$ cat config.mk
export PLATFORM = sky130hd
export DESIGN_NAME = z_result_stage
export DESIGN_NICKNAME = d
export VERILOG_FILES = /design/src/rtl/z_result_stage_pkg.sv /design/src/rtl/z_entry_fifo.sv /design/src/rtl/z_result_stage.sv
export SDC_FILE = /design/constraint.sdc
export NUM_CORES = 1
export LEC_CHECK = 0
export BUFFER_PORTS_ARGS = -buffer_cell sky130_fd_sc_hd__buf_2
export CAP_MARGIN = 20
export CORE_MARGIN = 1.5
export CORE_UTILIZATION = 48
export DETAILED_ROUTE_END_ITERATION = 8
export PLACE_DENSITY = 0.69
export SLEW_MARGIN = 10
export SYNTH_ARGS = -nofsm -noshare
export SYNTH_HDL_FRONTEND = slang
export SYNTH_SLANG_ARGS = --single-unit
$ cat constraint.sdc
create_clock -name clock -period 12.3 [get_ports clock]
set_input_delay 0.615 -clock clock [delete_from_list [all_inputs] [get_ports clock]]
set_output_delay 0.615 -clock clock [all_outputs]
set_load 0.03 [all_outputs]
$ cat src/rtl/z_result_stage_pkg.sv
// Shared types for the Z result stage: default word width, head read state, result entry.
package z_result_stage_pkg;

  localparam int unsigned Z_WIDTH = 32;

  typedef enum logic [1:0] {
    FRESH,
    LO_DONE,
    HI_DONE
  } rd_state_e;

  typedef struct packed {
    logic               wide;
    logic [Z_WIDTH-1:0] hi;
    logic [Z_WIDTH-1:0] lo;
  } z_entry_t;

endpackage

$ cat src/rtl/z_entry_fifo.sv
// DEPTH-entry circular buffer with push/pop and occupancy count; head is always visible.
module z_entry_fifo #(
  parameter int unsigned DW    = 65,
  parameter int unsigned DEPTH = 2
) (
  input  logic                     clock,
  input  logic                     clear_n,
  input  logic                     flush,
  input  logic                     push,
  input  logic                     pop,
  input  logic [DW-1:0]            wdata,
  output logic [DW-1:0]            rdata,
  output logic [$clog2(DEPTH):0]   count
);

  localparam int unsigned AW = $clog2(DEPTH);
  localparam int unsigned CW = AW + 1;

  logic [DW-1:0] mem [DEPTH];
  logic [AW-1:0] wr_ptr;
  logic [AW-1:0] rd_ptr;
  logic          do_push;
  logic          do_pop;

  assign do_push = push && (count < CW'(DEPTH));
  assign do_pop  = pop && (count != '0);
  assign rdata   = mem[rd_ptr];

  // Pointers wrap naturally since DEPTH is a power of two.
  always_ff @(posedge clock) begin
    if (!clear_n || flush) begin
      wr_ptr <= '0;
      rd_ptr <= '0;
      count  <= '0;
    end else begin
      if (do_push) wr_ptr <= wr_ptr + AW'(1);
      if (do_pop)  rd_ptr <= rd_ptr + AW'(1);
      count <= count + CW'(do_push) - CW'(do_pop);
    end
  end

  always_ff @(posedge clock) begin
    if (clear_n && !flush && do_push) mem[wr_ptr] <= wdata;
  end

endmodule

$ cat src/rtl/z_result_stage.sv
// Captures ALU results as Z-low/Z-high pairs and returns them on the CPU bus under read strobes.
module z_result_stage
  import z_result_stage_pkg::*;
#(
  parameter int unsigned WIDTH       = Z_WIDTH,
  parameter int unsigned DEPTH       = 2,
  parameter bit          SEXT_NARROW = 1'b1
) (
  input  logic                   clock,
  input  logic                   clear_n,
  input  logic                   flush,
  input  logic [WIDTH-1:0]       res_lo,
  input  logic [WIDTH-1:0]       res_hi,
  input  logic                   res_wide,
  input  logic                   res_valid,
  output logic                   res_ready,
  input  logic                   rd_lo,
  input  logic                   rd_hi,
  output logic [WIDTH-1:0]       bus_data,
  output logic                   bus_valid,
  output logic                   rd_err,
  output logic                   zero_flag,
  output logic                   neg_flag,
  output logic [$clog2(DEPTH):0] count
);

  localparam int unsigned CW = $clog2(DEPTH) + 1;

  typedef struct packed {
    logic             wide;
    logic [WIDTH-1:0] hi;
    logic [WIDTH-1:0] lo;
  } entry_t;

  entry_t     wr_entry;
  entry_t     head;
  rd_state_e  state_q;
  rd_state_e  state_d;
  logic       empty;
  logic       push;
  logic       pop;
  logic       rd_any;
  logic       rd_ok;
  logic       rd_bad;
  logic [WIDTH-1:0] rd_word;

  assign empty     = (count == '0);
  assign res_ready = clear_n && (count < CW'(DEPTH));
  assign push      = res_valid && res_ready && !flush;

  // Narrow results carry their extension word so rd_hi on them is meaningful.
  always_comb begin
    wr_entry.lo   = res_lo;
    wr_entry.wide = res_wide;
    if (res_wide)         wr_entry.hi = res_hi;
    else if (SEXT_NARROW) wr_entry.hi = {WIDTH{res_lo[WIDTH-1]}};
    else                  wr_entry.hi = '0;
  end

  z_entry_fifo #(
    .DW    ($bits(entry_t)),
    .DEPTH (DEPTH)
  ) u_fifo (
    .clock   (clock),
    .clear_n (clear_n),
    .flush   (flush),
    .push    (push),
    .pop     (pop),
    .wdata   (wr_entry),
    .rdata   (head),
    .count   (count)
  );

  assign rd_any  = rd_lo || rd_hi;
  assign rd_ok   = rd_any && !empty && !flush;
  assign rd_bad  = rd_any && !flush && (empty || (rd_lo && rd_hi));
  assign rd_word = rd_lo ? head.lo : head.hi;

  // Head read FSM; rd_lo wins when both strobes are raised.
  always_comb begin
    state_d = state_q;
    pop     = 1'b0;
    if (rd_ok) begin
      unique case (state_q)
        FRESH: begin
          if (!rd_lo)         state_d = HI_DONE;
          else if (head.wide) state_d = LO_DONE;
          else                pop     = 1'b1;
        end
        LO_DONE: pop = !rd_lo;
        HI_DONE: pop = rd_lo;
        default: state_d = FRESH;
      endcase
      if (pop) state_d = FRESH;
    end
  end

  always_ff @(posedge clock) begin
    if (!clear_n || flush) begin
      state_q   <= FRESH;
      bus_data  <= '0;
      bus_valid <= 1'b0;
      rd_err    <= 1'b0;
    end else begin
      state_q   <= state_d;
      bus_valid <= rd_ok;
      rd_err    <= rd_bad;
      if (rd_ok) bus_data <= rd_word;
    end
  end

  assign zero_flag = !empty && (head.lo == '0) && (head.hi == '0);
  assign neg_flag  = !empty && (head.wide ? head.hi[WIDTH-1] : head.lo[WIDTH-1]);

endmodule

# After elaboration in Yosys (flattened, before gate mapping)
# Memories as Yosys holds them, arrays and structs flattened. A register that Yosys moved wholly into a read port is not among the register bits.
# Cells that the tools add are included.
[word_totals]
reg_bits = 40
elab_cells = 62
output_inout_bits = 39
input_bits = 71
memories = 1
mem_bits_rw = 130
[mem_list]
columns = ["memory", "depth", "width", "rd", "rd_clocked_by_memory_dff", "wr", "line_no", "rtl"]
rows = [
  ["u_fifo.mem", 2, 65, 1, 1, 1, "z_entry_fifo.sv:19", "logic [DW-1:0] mem [DEPTH];"],
]
[op_classes]
n_lt_le_gt_ge = 1
eq_ne = 4
n_reduce_logical = 29
add_sub_neg = 4
muxes = 16
[ops]
columns = ["operator", "n"]
rows = [
  ["logical NOT 32 bit", 2],
  ["two-way mux 32 bit", 2],
  ["logical AND 1 bit", 15],
  ["two-way mux 1 bit", 9],
  ["two-way mux 2 bit", 3],
  ["logical NOT 1 bit", 4],
  ["logical NOT 2 bit", 2],
  ["!= test 4 bit, second input constant", 1],
  ["case mux 2 bit (2 select lines)", 1],
  ["logical OR 1 bit", 3],
  ["case mux 1 bit (3 select lines)", 1],
  ["AND reduction 3 bit", 1],
  ["adder 1 bit, second input constant", 2],
  ["adder 2 x 1 -> 2 bit", 1],
  ["== test 2 x 1 -> 1 bit, second input constant", 1],
  ["== test 2 bit, second input constant", 1],
  ["less-than comparator 2 bit, second input constant", 1],
  ["!= test 2 x 1 -> 1 bit, second input constant", 1],
  ["nonzero test 2 bit", 1],
  ["OR reduction 2 bit", 1],
  ["subtractor 2 x 1 -> 2 bit", 1],
]

# Logic depth before layout (Yosys ltp)
# Gate-level depths: netlist of run 1.
[depth]
depth_word = 9
mapped_depth = 11
ltp_nobuf = 11

# Modules after synthesis
# A second synthesis of run 1 with hierarchy kept.
[hier_totals]
hier_cells = 502
area_unflattened_um2 = 7365.8
[by_module_without_submodules]
columns = ["mod", "instances", "area_per_inst_um2", "seq_area_each_um2", "cells_each"]
rows = [
  ["z_entry_fifo", 1, 5132.4, 4003.8, 227],
  ["z_result_stage", 1, 2233.4, 720.7, 275],
]

# Worst setup path before layout of run 1
# Ideal clock, no wire load.
[synth_timing]
path_kind = "input -> register"
start = "in flush"
end = "mem u_fifo.mem[0][0] (enable)"
t_required_ns = 11.804
n_path_buf = 0
slack_ns = 7.721
stages = 3
arrival_time_ns = 4.083
setup_time_ns = 0.496
cell_sequence = "nand2b_1 > nor3b_1 > nor2b_1"
[synth_between]
elab_chain_cells = 6
elab_cells_between_ends = 7
classes_between = "mux (2); reduce/logical (5)"
[synth_lines]
columns = ["element", "line_no", "rtl"]
rows = [
  ["from (decl)", "z_result_stage.sv:11", "input logic flush,"],
  ["logical NOT 1 bit", "z_result_stage.sv:49", "assign push = res_valid && res_ready && !flush;"],
  ["logical AND 1 bit", "z_result_stage.sv:49", ""],
  ["logical AND 1 bit", "z_entry_fifo.sv:25", "assign do_push = push && (count < CW'(DEPTH));"],
  ["via u_fifo.do_push", "z_entry_fifo.sv:22", "logic do_push;"],
  ["logical AND 1 bit", "z_entry_fifo.sv:43", "if (clear_n && !flush && do_push) mem[wr_ptr] <= wdata;"],
  ["two-way mux 1 bit", "z_entry_fifo.sv:43", ""],
  ["two-way mux 1 bit (not written as such)", "z_entry_fifo.sv:43", ""],
  ["to (decl)", "z_entry_fifo.sv:19", ""],
]
# The timed path passes the listed nets, and every way through them passes these cells.

==> results of run 1 <==
-- cell usage in the layout, fill, tap and decap left out, drive strengths merged, types with 3 or more instances in the layout --
master,instances
a31oi,3
mux2i,3
o21ai,5
nand2,122
nor3,12
or4,11
nand3b,3
and2,3
clkbuf,18
buf,116
inv,5
xnor2,3
nor2,21
or2b,3
nor2b,5
dfxtp,41
edfxtp,130
clkinv,7
a21oi,31
nand2b,6
mux4,31
o22ai,3
ha,6
clkinvlp,6
nor4,18
-- final timing paths --
kind	end	slack, ps	from
worst max register to register	u_fifo.count[1]$_SDFF_PP0_	9520	flop
worst min-delay path	u_fifo.mem[0][20]$_DFFE_PP_	370	res_lo[20]
worst min register to register	bus_data[21]$_SDFFE_PP0P_	460	bus_data[21]$_SDFFE_PP0P_
worst max-delay path	zero_flag	8570	flop
-- where the power goes --
group	internal, mW	switching (mW)	leakage [nW]	total [mW]
logic	0.0217	0.0328	1.19	0.0545
registers	0.632	0.00464	1.51	0.637
clock network	0.274	0.212	0.244	0.485
-- final cells by class --
cell class	instances	area, um^2	area share [%]
Clock inverter	14	106.4	1.293
Inverter	5	18.77	0.2282
Sequential cell	171	4726	57.46
Multi-Input combinational cell	305	2121	25.79
Timing Repair Buffer	116	598.1	7.272
Tap cell	180	225.2	2.738
Clock buffer	18	429.2	5.218
-- kinds of logic (layout without fill, tap and decap cells) --
family	count (synthesis)	count (layout)	share of synthesized area [%]
and+or+nand+nor	213	213	14.31
DFF	171	171	67.82
AOI/OAI and AO/OA	47	47	3.736
muxes	35	35	10.61
buffers and inverters	33	153	1.940
adders and majority gates	6	6	1.078
xor gates and xnor gates	4	4	0.5030
-- flip-flops by register name, summed over array words and instances, names as in the netlist, named ones only --
name           flops
rd_err             1
u_fifo.mem       130
u_fifo.wr_ptr      1
bus_data          32
bus_valid          1
u_fifo.rd_ptr      1
state_q            2
u_fifo.count       2
-- Yosys cell counts (5+ instances only) --
cell type    n  share of area [%]
edfxtp_1   130                 56
nand2_1    122                6.6
dfxtp_1     41                 12
a21oi_1     31                2.2
mux4_2      31                 10
clkbuf_1    21                1.1
nor2_1      21                1.1
nor4_1      17                1.5
nor3_1      12               0.86
or4_1       11                1.2
ha_1         6                1.1
nand2b_1     6               0.54
inv_1        5               0.27
nor2b_1      5               0.45
o21ai_0      5               0.36
-- layer usage --
metal	vias to the layer above	global-route usage (%)
met5	-	0
met2	199	33.61
met4	0	6.609
li1	2114	-
met3	19	6.365
met1	2282	29.80
-- through the flow --
stage,setup WS [ps],hold WS [ps],utilization (%),total power [mW],instance area (um^2)
after floorplan,7721,471.0,-,0.6772,6967
after global placement,8993,443.4,54.75,0.7016,7689
after detailed placement,8880,449.5,54.75,0.7036,7689
after CTS,8492,356.0,58.57,1.186,8224
after global routing,8339,355.8,58.57,1.212,8224
final,8574,371.1,58.57,1.176,8224
==> qor.yml, run 1 <==
post_drt_wl_per_cell_um: 19.43
grt_util_all_layers_pct: 21.67
setup_violations: 0
drv_slew: 0
syn_to_final_growth_pct: 18.05
critical-path-top-delay-family: "simple AND/OR/NAND/NOR gates"
m1WireLength_mm: 6.772
cp.required_ps: 11690
skew_ps: 3.743
synth_top_flop_cell: "edfxtp_1"
drc: 0
fin_crit_ps: 3726
postCtsHoldBufs: 0
arrival_ps: 3110
cts-root-buf: "clkbuf_16"
htreeDepth: 4
crit_path_end_kind: "primary output"
cts_made_buffers: 17
min_period_over_period_pct: 30.30
avgSynthCellArea_um2: 13.69
synth_cell_types: 40
rows: 43
synth_cells: 509
die_w_um: 123.5
hold_path_class: "in2reg"
grt-ovfl-total: 0
first_pass_iters: 5
syn_nets: 586
wl_mm: 15.72
yosysSeqAreaShare_pct: 67.82
die_h_um: 123.5
topRoutingLayerUsed: "met4"
synthArstFlopShare_pct: 0
post_cts_buffers: 0
synth-edff-count: 130
ys_warn_count: 0
fin_tns_setup_ps: 0
coreArea_um2: 14040
cts.path.max_buffers: 2
power_leakage_nw: 2.945
cts-resized-gates: 0
crit_chain: "buf_4 -> or2b_1 -> nor4_1 -> o22ai_1 -> or4_1 -> nor4_2 -> buf_2"
via_count: 4614
io_buffers: 109
nFillCells: 1102
cts.clk_slew.worst_paths_ps: 60
crit_slowest_cell: "buf_4"
crit_type: "reg2out"
slew_headroom_pct: 37.07
grt_max_degree: 66
tightestPinTransition_ps: 943.9
diodes: 0
dpl.hpwl_mm: 10.80
grt_pass1_wl_mm: 23.84
cp_max_fo: 58
final_antenna_net_count: 0
synth_seq_cells: 171
hold_violations: 0
grt_antenna_before_repair: 0
startpoint_type: "flop"
hold_path_depth: 1
max-cap-violations: 0
layoutNonFillerInstCount: 809
nets: 693
die_area_um2: 15250
clock.fmax_mhz: 268.4
peakVddDrop_mv: 0.1044
rr_worst_depth: 10
cp.depth: 7
io_pins: 110
rsz0062_at_grt: "false"
status: "finished clean"
worstSkewPairLatency_ps: 430
powerDensity_nw_per_um2: 143.1
viasPerCell: 5.703
cpPeakStageDelay_ps: 610
syn_area_um2: 6967
cts_tree: "done"
finalWeightedCongestion: 0.9144
dp.cells: 777
start_util_pct: 49.61
grt_pass1_vias: 4392
wl_met2_mm: 7.484
drt_iter0_markers: 429
cts_sinks: 171
path_buf_inv: 2
drive_gt1_share_pct: 28.78
wl_met3_mm: 1.218
Note: power is estimated with default switching activity, not from simulation.
==> run 2, diff against run 1 <==
--- a/config.mk
+++ b/config.mk
@@ -10,7 +10,7 @@
 export CORE_MARGIN = 1.5
 export CORE_UTILIZATION = 48
 export DETAILED_ROUTE_END_ITERATION = 8
-export PLACE_DENSITY = 0.69
+export PLACE_DENSITY = 0.72
 export SLEW_MARGIN = 10
 export SYNTH_ARGS = -nofsm -noshare
 export SYNTH_HDL_FRONTEND = slang
==> constraint.sdc (replaced) <==
create_clock -name clock -period 3.1 [get_ports clock]
set_input_delay 0.155 -clock clock [delete_from_list [all_inputs] [get_ports clock]]
set_output_delay 0.155 -clock clock [all_outputs]
set_load 0.03 [all_outputs]
==> qor.yml, run 2 (synthesis gave the netlist of run 1 again) <==
arrival_ps: 2730  # -380 ps
min_period_over_period_pct: 93.12
largest_reg_flops: 130  # unchanged
first_pass_iters: 5  # unchanged
fin_worst_hold_slack_ps: 23.53  # -347.6 ps
cts_tree: "done"
status: "finished clean"
wl_met2_mm: 7.898  # +5.5%
cp_max_fo: 16  # -72%
dpl.hpwl_mm: 11.21  # +3.8%
startpoint_type: "flop"
hold_path_class: "in2reg"
max-cap-violations: 0  # unchanged
drc: 0  # unchanged
grt_util_all_layers_pct: 22.73  # +1.1 points
grt-ovfl-total: 0  # unchanged
io_buffers: 109  # unchanged
hold_violations: 0  # unchanged
final_area_um2: 8655  # +5.2%
grt_antenna_before_repair: 0  # unchanged
tightestPinTransition_ps: 726.5  # -217.4 ps
grt_max_degree: 66  # unchanged
die_w_um: 123.5  # unchanged
grt_pass1_vias: 4640  # +5.6%
die_area_um2: 15250  # unchanged
cts.clk_slew.worst_paths_ps: 60  # about the same
setup_violations: 0  # unchanged
io_pins: 110  # unchanged
drt_iter0_markers: 605  # +41%
layout_commonest_cell: "edfxtp_1"
power_leakage_nw: 3.141  # +6.7%
clock.fmax_mhz: 346.4
die_h_um: 123.5  # unchanged
wl_met3_mm: 1.405  # +15%
rows: 43  # unchanged
drive_gt1_share_pct: 28.29  # -0.48 points
crit_slowest_cell: "or4_1"
worstSkewPairLatency_ps: 430  # about the same
crit_type: "reg2out"
post-route-util_pct: 61.63  # +3.1 points
crit_chain: "buf_12 -> or2_2 -> nor4_1 -> o22ai_1 -> or4_1 -> nor4_4 -> clkbuf_4"
finalWeightedCongestion: 0.8511  # -6.9%
cts-root-buf: "clkbuf_16"
rsz0062_at_grt: "false"
crit_path_end_kind: "primary output"
syn_to_final_growth_pct: 24.23
powerDensity_nw_per_um2: 539.5  # +280%
fin_crit_ps: 2887
topRoutingLayerUsed: "met4"
cts_sinks: 171  # unchanged
fin_tns_setup_ps: 0  # unchanged
nets: 732  # +5.6%
skew_ps: 8.888  # +5.145 ps
slew_headroom_pct: 51.12  # +14 points
via_count: 4761  # +3.2%
cp.required_ps: 2940  # -8750 ps
cpPeakStageDelay_ps: 470  # -140 ps
wl_mm: 16.39  # +4.2%
largest_register: "u_fifo.mem"
final_cell_mix: "edfxtp_1 (130), nand2_1 (122), buf_2 (108)"
diodes: 0  # unchanged
peakVddDrop_mv: 0.3737  # +260%
cts_made_buffers: 17  # unchanged
coreArea_um2: 14040  # unchanged
largestRegisters: "u_fifo.mem x130, bus_data x32"
final_antenna_net_count: 0  # unchanged
grt_pass1_wl_mm: 24.87  # +4.3%
htreeDepth: 4  # unchanged
start_util_pct: 49.61  # unchanged
place_area_um2: 7756  # +0.88%
viasPerCell: 5.614  # -1.6%
drv_slew: 0  # unchanged
post_drt_wl_per_cell_um: 19.32  # -0.56%
m1WireLength_mm: 6.616  # -2.3%
cts.path.max_buffers: 2  # unchanged
==> run 2: cell count changes in the layout (fill, tap and decap cells not counted), sizes merged <==
cell	previous run	this run
clkinv	7	5
clkinvlp	6	5
bufinv	1	0
dlygate4sd3	0	34
clkbuf	18	20
buf	116	120
inv	5	8
==> run 2: layer usage <==
layer	GRT usage [%]	up-vias
met3	4.290	31
met1	30.43	2282
met2	36.28	250
met4	10.42	0
li1	-	2198
met5	0	-
==> run 2: worst max-delay path, delay by kind of cell (launching register included) <==
family / cells / cell delay (ps)
and+or+nand+nor: 4 / 1320
buffers and inverters: 2 / 420
DFF: 1 / 410
AOI/OAI and AO/OA: 1 / 150
==> run 2: area by class of cell <==
| type | instances | area, um^2 |
|---|---|---|
| clock buffer | 19 | 432.9 |
| inverter | 5 | 18.77 |
| timing repair buffer | 155 | 1023 |
| multi-input combinational | 305 | 2130 |
| tap | 180 | 225.2 |
| fill | 1070 | 5388 |
| clock inverter | 13 | 96.34 |
| sequential | 171 | 4728 |
==> run 2: stage by stage <==
step	total power, mW	setup slack (ps)	instances
3_3_place_gp	2.785	482.2	781
3_5_place_dp	2.794	452.4	781
2_1_floorplan	2.686	43.90	509
6_report	4.669	213.3	848
4_1_cts	4.702	71.97	847
5_1_grt	4.813	66.39	848
==> run 2: timing repair <==
item,in CTS,in global routing
cloned,0,0
hold buffers,34,0
gates resized for setup,1,2
endpoints found under the hold margin,66,0
endpoints found under the setup margin,1,1
buffers inserted,0,1
==> run 2: power breakdown <==
part	switching (mW)	total (mW)	internal [mW]	leakage, nW
Clock	0.864	1.89	1.03	0.246
Sequential	0.0190	2.53	2.51	1.51
Combinational	0.137	0.253	0.117	1.38
Total	1.02	4.67	3.65	3.14
==> run 2: final timing paths <==
| path | startpoint | end | slack, ps | cells past startpoint |
|---|---|---|---|---|
| setup / recovery | flop | zero_flag | 210 | 7 |
| hold / removal | res_hi[11] | u_fifo.mem[0][43]$_DFFE_PP_ | 20 | 3 |
| setup reg to reg | u_fifo.count[1]$_SDFF_PP0_ | u_fifo.count[1]$_SDFF_PP0_ | 750 | 10 |
| hold reg to reg | bus_data[22]$_SDFFE_PP0P_ | bus_data[22]$_SDFFE_PP0P_ | 450 | 2 |
